**config.mk**
```make
export PLATFORM = sky130hd
export DESIGN_NAME = c_rst_sup
export DESIGN_NICKNAME = d
export VERILOG_FILES = /design/src/rtl/c_rst_pkg.sv /design/src/rtl/c_rst_filt.sv /design/src/rtl/c_rst_sup.sv
export SDC_FILE = /design/constraint.sdc
export NUM_CORES = 1
export LEC_CHECK = 0
export ABC_CLOCK_PERIOD_IN_PS = 1600
export CAP_MARGIN = 5
export CORE_MARGIN = 5
export CORE_UTILIZATION = 50
export DETAILED_ROUTE_END_ITERATION = 10
export PLACE_DENSITY_LB_ADDON = 0.05
export SKIP_CTS_REPAIR_TIMING = 1
export SYNTH_ARGS = -nofsm -noshare
export SYNTH_HDL_FRONTEND = slang
export SYNTH_SLANG_ARGS = --single-unit
```
**constraint.sdc**
```tcl
create_clock -name clk -period 1.6 [get_ports clk]
set_input_delay 0.16 -clock clk [delete_from_list [all_inputs] [get_ports clk]]
set_output_delay 0.16 -clock clk [all_outputs]
set_load 0.03 [all_outputs]
```
**src/rtl/c_rst_pkg.sv**
```systemverilog
// Shared definitions for the reset supervisor: FSM state encoding and
// bit positions inside the sticky reset-cause register.
package c_rst_pkg;

    typedef enum logic [1:0] {
        ST_ASSERT = 2'd0,
        ST_HOLD   = 2'd1,
        ST_RUN    = 2'd2
    } state_t;

    localparam int CS_POR   = 0;
    localparam int CS_MR    = 1;
    localparam int CS_SENSE = 2;
    localparam int CS_WDT   = 3;

endpackage

```
**src/rtl/c_rst_filt.sv**
```systemverilog
// Two-flop synchroniser followed by a stability filter: the output only
// follows the synchronised input after N consecutive differing samples.
module c_rst_filt #(
    parameter int N = 4
) (
    input  logic clk,
    input  logic rst,
    input  logic din,
    output logic dout
);

    localparam int CW = $clog2(N + 1);

    logic [1:0]    sync;
    logic [CW-1:0] cnt;

    // Counter only runs while the synced level disagrees with the output;
    // any agreeing sample restarts the qualification window.
    always_ff @(posedge clk or posedge rst) begin
        if (rst) begin
            sync <= 2'b00;
            cnt  <= '0;
            dout <= 1'b0;
        end else begin
            sync <= {sync[0], din};
            if (sync[1] == dout) begin
                cnt <= '0;
            end else if (cnt == CW'(N - 1)) begin
                dout <= sync[1];
                cnt  <= '0;
            end else begin
                cnt <= cnt + CW'(1);
            end
        end
    end

endmodule

```
**src/rtl/c_rst_sup.sv**
```systemverilog
// Reset supervisor: filters manual-reset, supply-sense and watchdog inputs,
// drives a held active-low system reset and records a sticky reset cause.
module c_rst_sup
    import c_rst_pkg::*;
#(
    parameter int NCH  = 4,
    parameter int HOLD = 3000,
    parameter int DEB  = 16,
    parameter int SFLT = 4,
    parameter int WDT  = 0
) (
    input  logic           clk,
    input  logic           rst,
    input  logic           mr_n,
    input  logic [NCH-1:0] sense,
    input  logic [NCH-1:0] ch_en,
    input  logic           wdi,
    input  logic           cause_clr,
    output logic           rst_n,
    output logic [3:0]     cause,
    output logic [NCH-1:0] sense_ok
);

    localparam int HW = $clog2(HOLD + 1);

    state_t        state;
    state_t        state_nx;
    logic [HW-1:0] hold_cnt;
    logic [HW-1:0] hold_nx;
    logic          mr_f;
    logic          mr_fault;
    logic          sense_fault;
    logic          wdt_exp;
    logic          fault;
    logic          por_phase;
    logic [3:0]    cause_set;

    c_rst_filt #(.N(DEB)) u_mr_filt (
        .clk  (clk),
        .rst  (rst),
        .din  (mr_n),
        .dout (mr_f)
    );

    for (genvar i = 0; i < NCH; i++) begin : g_sense
        c_rst_filt #(.N(SFLT)) u_sense_filt (
            .clk  (clk),
            .rst  (rst),
            .din  (sense[i]),
            .dout (sense_ok[i])
        );
    end

    if (WDT > 0) begin : g_wdt
        localparam int WW = $clog2(WDT + 1);

        logic [2:0]    wdi_sync;
        logic [WW-1:0] wdt_cnt;
        logic          kick;

        assign kick    = wdi_sync[1] & ~wdi_sync[2];
        assign wdt_exp = (state == ST_RUN) && (wdt_cnt == WW'(WDT - 1)) && !kick;

        // Counter is pinned at zero outside RUN so it restarts on every entry;
        // it saturates at the expiry value rather than wrapping.
        always_ff @(posedge clk or posedge rst) begin
            if (rst) begin
                wdi_sync <= 3'b000;
                wdt_cnt  <= '0;
            end else begin
                wdi_sync <= {wdi_sync[1:0], wdi};
                if (state != ST_RUN || kick) begin
                    wdt_cnt <= '0;
                end else if (wdt_cnt != WW'(WDT - 1)) begin
                    wdt_cnt <= wdt_cnt + WW'(1);
                end
            end
        end
    end else begin : g_no_wdt
        logic wdi_unused;
        assign wdi_unused = wdi;
        assign wdt_exp    = 1'b0;
    end

    assign mr_fault    = ~mr_f;
    assign sense_fault = |(ch_en & ~sense_ok);
    assign fault       = mr_fault | sense_fault | wdt_exp;

    always_comb begin
        state_nx = state;
        hold_nx  = hold_cnt;
        case (state)
            ST_ASSERT: begin
                if (!fault) begin
                    state_nx = ST_HOLD;
                    hold_nx  = '0;
                end
            end
            ST_HOLD: begin
                if (fault) begin
                    state_nx = ST_ASSERT;
                    hold_nx  = '0;
                end else if (hold_cnt == HW'(HOLD - 1)) begin
                    state_nx = ST_RUN;
                    hold_nx  = '0;
                end else begin
                    hold_nx = hold_cnt + HW'(1);
                end
            end
            ST_RUN: begin
                if (fault) begin
                    state_nx = ST_ASSERT;
                end
            end
            default: begin
                state_nx = ST_ASSERT;
                hold_nx  = '0;
            end
        endcase
    end

    always_ff @(posedge clk or posedge rst) begin
        if (rst) begin
            state    <= ST_ASSERT;
            hold_cnt <= '0;
            rst_n    <= 1'b0;
        end else begin
            state    <= state_nx;
            hold_cnt <= hold_nx;
            rst_n    <= (state_nx == ST_RUN);
        end
    end

    // Until the first release the filters still sit at their reset value,
    // so power-on is attributed to POR alone rather than to MR/SENSE.
    always_comb begin
        cause_set           = 4'b0000;
        cause_set[CS_MR]    = mr_fault;
        cause_set[CS_SENSE] = sense_fault;
        cause_set[CS_WDT]   = wdt_exp;
        if (por_phase) begin
            cause_set = 4'b0000;
        end
    end

    always_ff @(posedge clk or posedge rst) begin
        if (rst) begin
            cause     <= 4'b0001 << CS_POR;
            por_phase <= 1'b1;
        end else begin
            cause <= (cause_clr ? 4'b0000 : cause) | cause_set;
            if (state == ST_ASSERT && state_nx == ST_HOLD) begin
                por_phase <= 1'b0;
            end
        end
    end

endmodule

```
==> impl_metrics.json <==
{
  "track_usage_pct": 15.4,
  "multi_input_comb_area_um2": 896,
  "antennaDiodeCount": 0,
  "p_leak_nw": 1.34,
  "min_period_ns": 1.66,
  "hold_path_class": "in -> async",
  "synth_edf_count": 0,
  "drt-vias-per-instance": 5.31,
  "p_comb_share_pct": 26.2,
  "fmax_mhz": 601,
  "grt_setup_unrepaired": "yes",
  "wl_um": 4240,
  "setup_ws_ns": -0.0634,
  "slowest_delay_ns": 0.40,
  "yosysUniqueCellTypes": 35,
  "p_per_area_mw_per_mm2": 1090,
  "cp_max_fo": 4,
  "cts_tree": "yes",
  "setup_violations": 9,
  "grt_max_degree": 27,
  "cts_root_buffer": "clkbuf_8",
  "nNetsFinal": 252,
  "io_buffers": 19,
  "dpl_cell_area_mm2": 0.00261,
  "place_hpwl_um": 2990,
  "start_util_pct": 50.7,
  "violations": "negative setup slack",
  "clockBufferDepth": 2,
  "r2r_cells": 6,
  "first_global_vias": 1581,
  "finClkSkew_ns": 0.0107,
  "path_cells": "nand4bb_4, nor4_4, and4bb_2, buf_6, nand3_1, o21ai_0",
  "drt-wirelength-per-cell_um": 14.8,
  "syn_avg_cell_area_um2": 11.5,
  "p_sw_share_pct": 29.5,
  "r2r_slack_ns": -0.06,
  "r2r-end": "hold_cnt[5]",
  "via_count": 1520,
  "required_ns": 1.76,
  "globalRouteOverflowTotal": 0,
  "netlist_instances": 189,
  "placedCellCount": 274,
  "final_area_mm2": 0.00278,
  "ys.flop_type": "dfrtp_1",
  "async_reset_ff_share_pct": 100,
  "seq_area_frac_synth_pct": 58.7,
  "status": "finished with violations",
  "hold_viol_final": 0,
  "seq_power_share_pct": 50.2,
  "ant_nets": 0,
  "drcViolationCount": 0,
  "yosysWarnings": 0,
  "dr.pass1.iters": 4,
  "slowest_stage": "dfrtp_1",
  "cts_buffers": 5,
  "power_frac_clock_pct": 23.5,
  "cp-start-kind": "register",
  "dieHeight_um": 76.0,
  "endpoint": "hold_cnt[5]",
  "synth-seq-cells": 51,
  "place_ws_ns": -0.358,
  "dieArea_mm2": 0.00578,
  "globalplace.congestion": 0.829,
  "post-route-period-util_pct": 104,
  "worstSetupEndpointType": "register",
  "ios": 22,
  "core_mm2": 0.00429,
  "grt_pass1_wl_um": 7240,
  "synth_area_mm2": 0.00218,
  "r2r-start": "hold_cnt[6]",
  "syn2layout_area_growth_pct": 27.7,
  "clock-sinks": 51,
  "fin_total_pwr_mw": 3.04,
  "cts.htree.levels": 2,
  "drt_iter0_drc": 75,
  "crit_arrival_ns": 1.82,
  "layout-drive-gt1-share_pct": 25.2,
  "p_switching_mw": 0.896,
  "antenna_found_initial": 0,
  "clk_pin_slew_worst_paths_ns": 0.09,
  "worstSetupStartpoint": "hold_cnt[6]",
  "synth_fp_nets": 208,
  "layout.cells.non_filler": 286,
  "num_rows": 24,
  "die_width_um": 76.0,
  "internal-power_mw": 2.14,
  "fillers": 326,
  "ir_drop_mv": 0.520,
  "cap_violations": 0,
  "final-max-slew-violation-count": 0,
  "critPathKind": "reg -> reg",
  "clk_latency_ns": 0.30,
  "seq_area_mm2": 0.00128
}
==> critical path: cells and delay by family (launching register included) <==
family / cells / cell delay, ns
buffers and inverters: 1 / 0.14
AND/OR/NAND/NOR: 4 / 0.92
flip-flops: 1 / 0.40
AO/OA/AOI/OAI: 1 / 0.08
==> metrics by stage <==
stage	hold WS (ns)	utilization (%)	setup TNS, ns
CTS	0.158	62.6	-0.588
floorplan	0.191	-	0
global route	0.183	64.8	-1.16
finish	0.154	64.8	-0.331
global placement	0.334	60.7	-3.46
detailed placement	0.337	60.7	-4.09
==> worst min-delay path by stage <==
stage,startpoint,to,depth (start not counted)
floorplan,sense[0],g_sense[0].u_sense_filt.sync[0],0
global placement,g_sense[2].u_sense_filt.sync[0],g_sense[2].u_sense_filt.sync[1],0
detailed placement,g_sense[0].u_sense_filt.sync[0],g_sense[0].u_sense_filt.sync[1],0
CTS,rst,cause[1],2
global route,rst,cause[1],2
finish,rst,cause[1],2
==> area by class of cell <==
cell class | count | area share (%)
Tap cell | 52 | 2.34
Multi-Input combinational cell | 122 | 32.2
Clock buffer | 6 | 2.61
Clock inverter | 2 | 0.450
Sequential cell | 51 | 46.0
Timing Repair Buffer | 47 | 15.6
Inverter | 6 | 0.810
==> cells in the final DEF, fill, tap and decap left out, types with 2 or more instances in the layout <==
cell type        Yosys  final
nand2_1             15     14
and3_1               4      4
nor2b_1              8      6
nand3_2              0      4
nor3_1               4      4
o21ai_0              7      3
nor2b_2              0      2
inv_2                1      2
buf_4                5     25
dfstp_2              2      2
dfrtp_1             49     48
dlymetal6s2s_1       0      5
nor3b_1              8      8
nand4_1              2      2
clkbuf_8             0      5
xor2_1               8      8
o22ai_1              5      5
a21oi_1              3      3
nor2_1               7      6
o21ai_1              2      5
nand3_1             17     13
xnor2_1              8      8
ha_1                 6      5
inv_1                5      4
clkdlybuf4s50_1      0     14
mux2_2               4      4
nand3b_1             4      4
buf_6                0      2
==> routing by layer <==
metal / part of all wire [%] / GRT usage (%)
met1: 44 / 19.2
met2: 50 / 24.8
met3: 4.0 / 4.02
met4: 1.9 / 7.30
met5: 0 / 0
==> state kept, by name, indices dropped and copies added, names as in the netlist <==
name / cells
cause: 3
g_sense.u_sense_filt.cnt: 12
g_sense.u_sense_filt.dout: 4
g_sense.u_sense_filt.sync: 8
hold_cnt: 12
por_phase: 1
rst_n: 1
state: 2
u_mr_filt.cnt: 5
u_mr_filt.dout: 1
u_mr_filt.sync: 2
==> cell usage after synthesis (all sizes together) (2+ instances only) <==
cell    count  share of area (%)
xnor2       8                3.2
dfrtp      49                 56
xor2        8                3.2
nor2b       8                2.3
o22ai       5                1.4
dfstp       2                2.4
nor3b       8                2.8
nand3b      5                1.9
clkbuf      3               0.52
nand2      15                2.6
nor2        7                1.2
and3        4                1.1
buf         7                2.1
a21oi       3               0.69
nor3        4               0.92
ha          6                3.4
nand3      17                3.9
nand4       2               0.57
o21ai       9                2.1
mux2        4                2.1
inv         6                1.0
==> power groups by stage <==
stage               registers (mW)  clock network (mW)  logic [mW]
finish                        1.53               0.715       0.797
global route                  1.55               0.793       0.880
CTS                           1.53               0.737       0.789
detailed placement            1.55                   0       0.786
global placement              1.54                   0       0.746
floorplan                     1.57                   0       0.520
==> cell families (layout without fill, tap and decap cells) <==
kind of cell / after synthesis / in the layout / share of synthesized area, %
flops: 51 / 51 / 58.7
simple gates: 76 / 76 / 19.7
other cells: 1 / 1 / 0.172
compound gates: 19 / 19 / 5.80
mux: 4 / 4 / 2.07
buf+inv: 16 / 61 / 3.68
xor+xnor: 16 / 16 / 6.43
fa+ha+maj: 6 / 6 / 3.45
No activity file was read; power rests on OpenSTA's default activity.
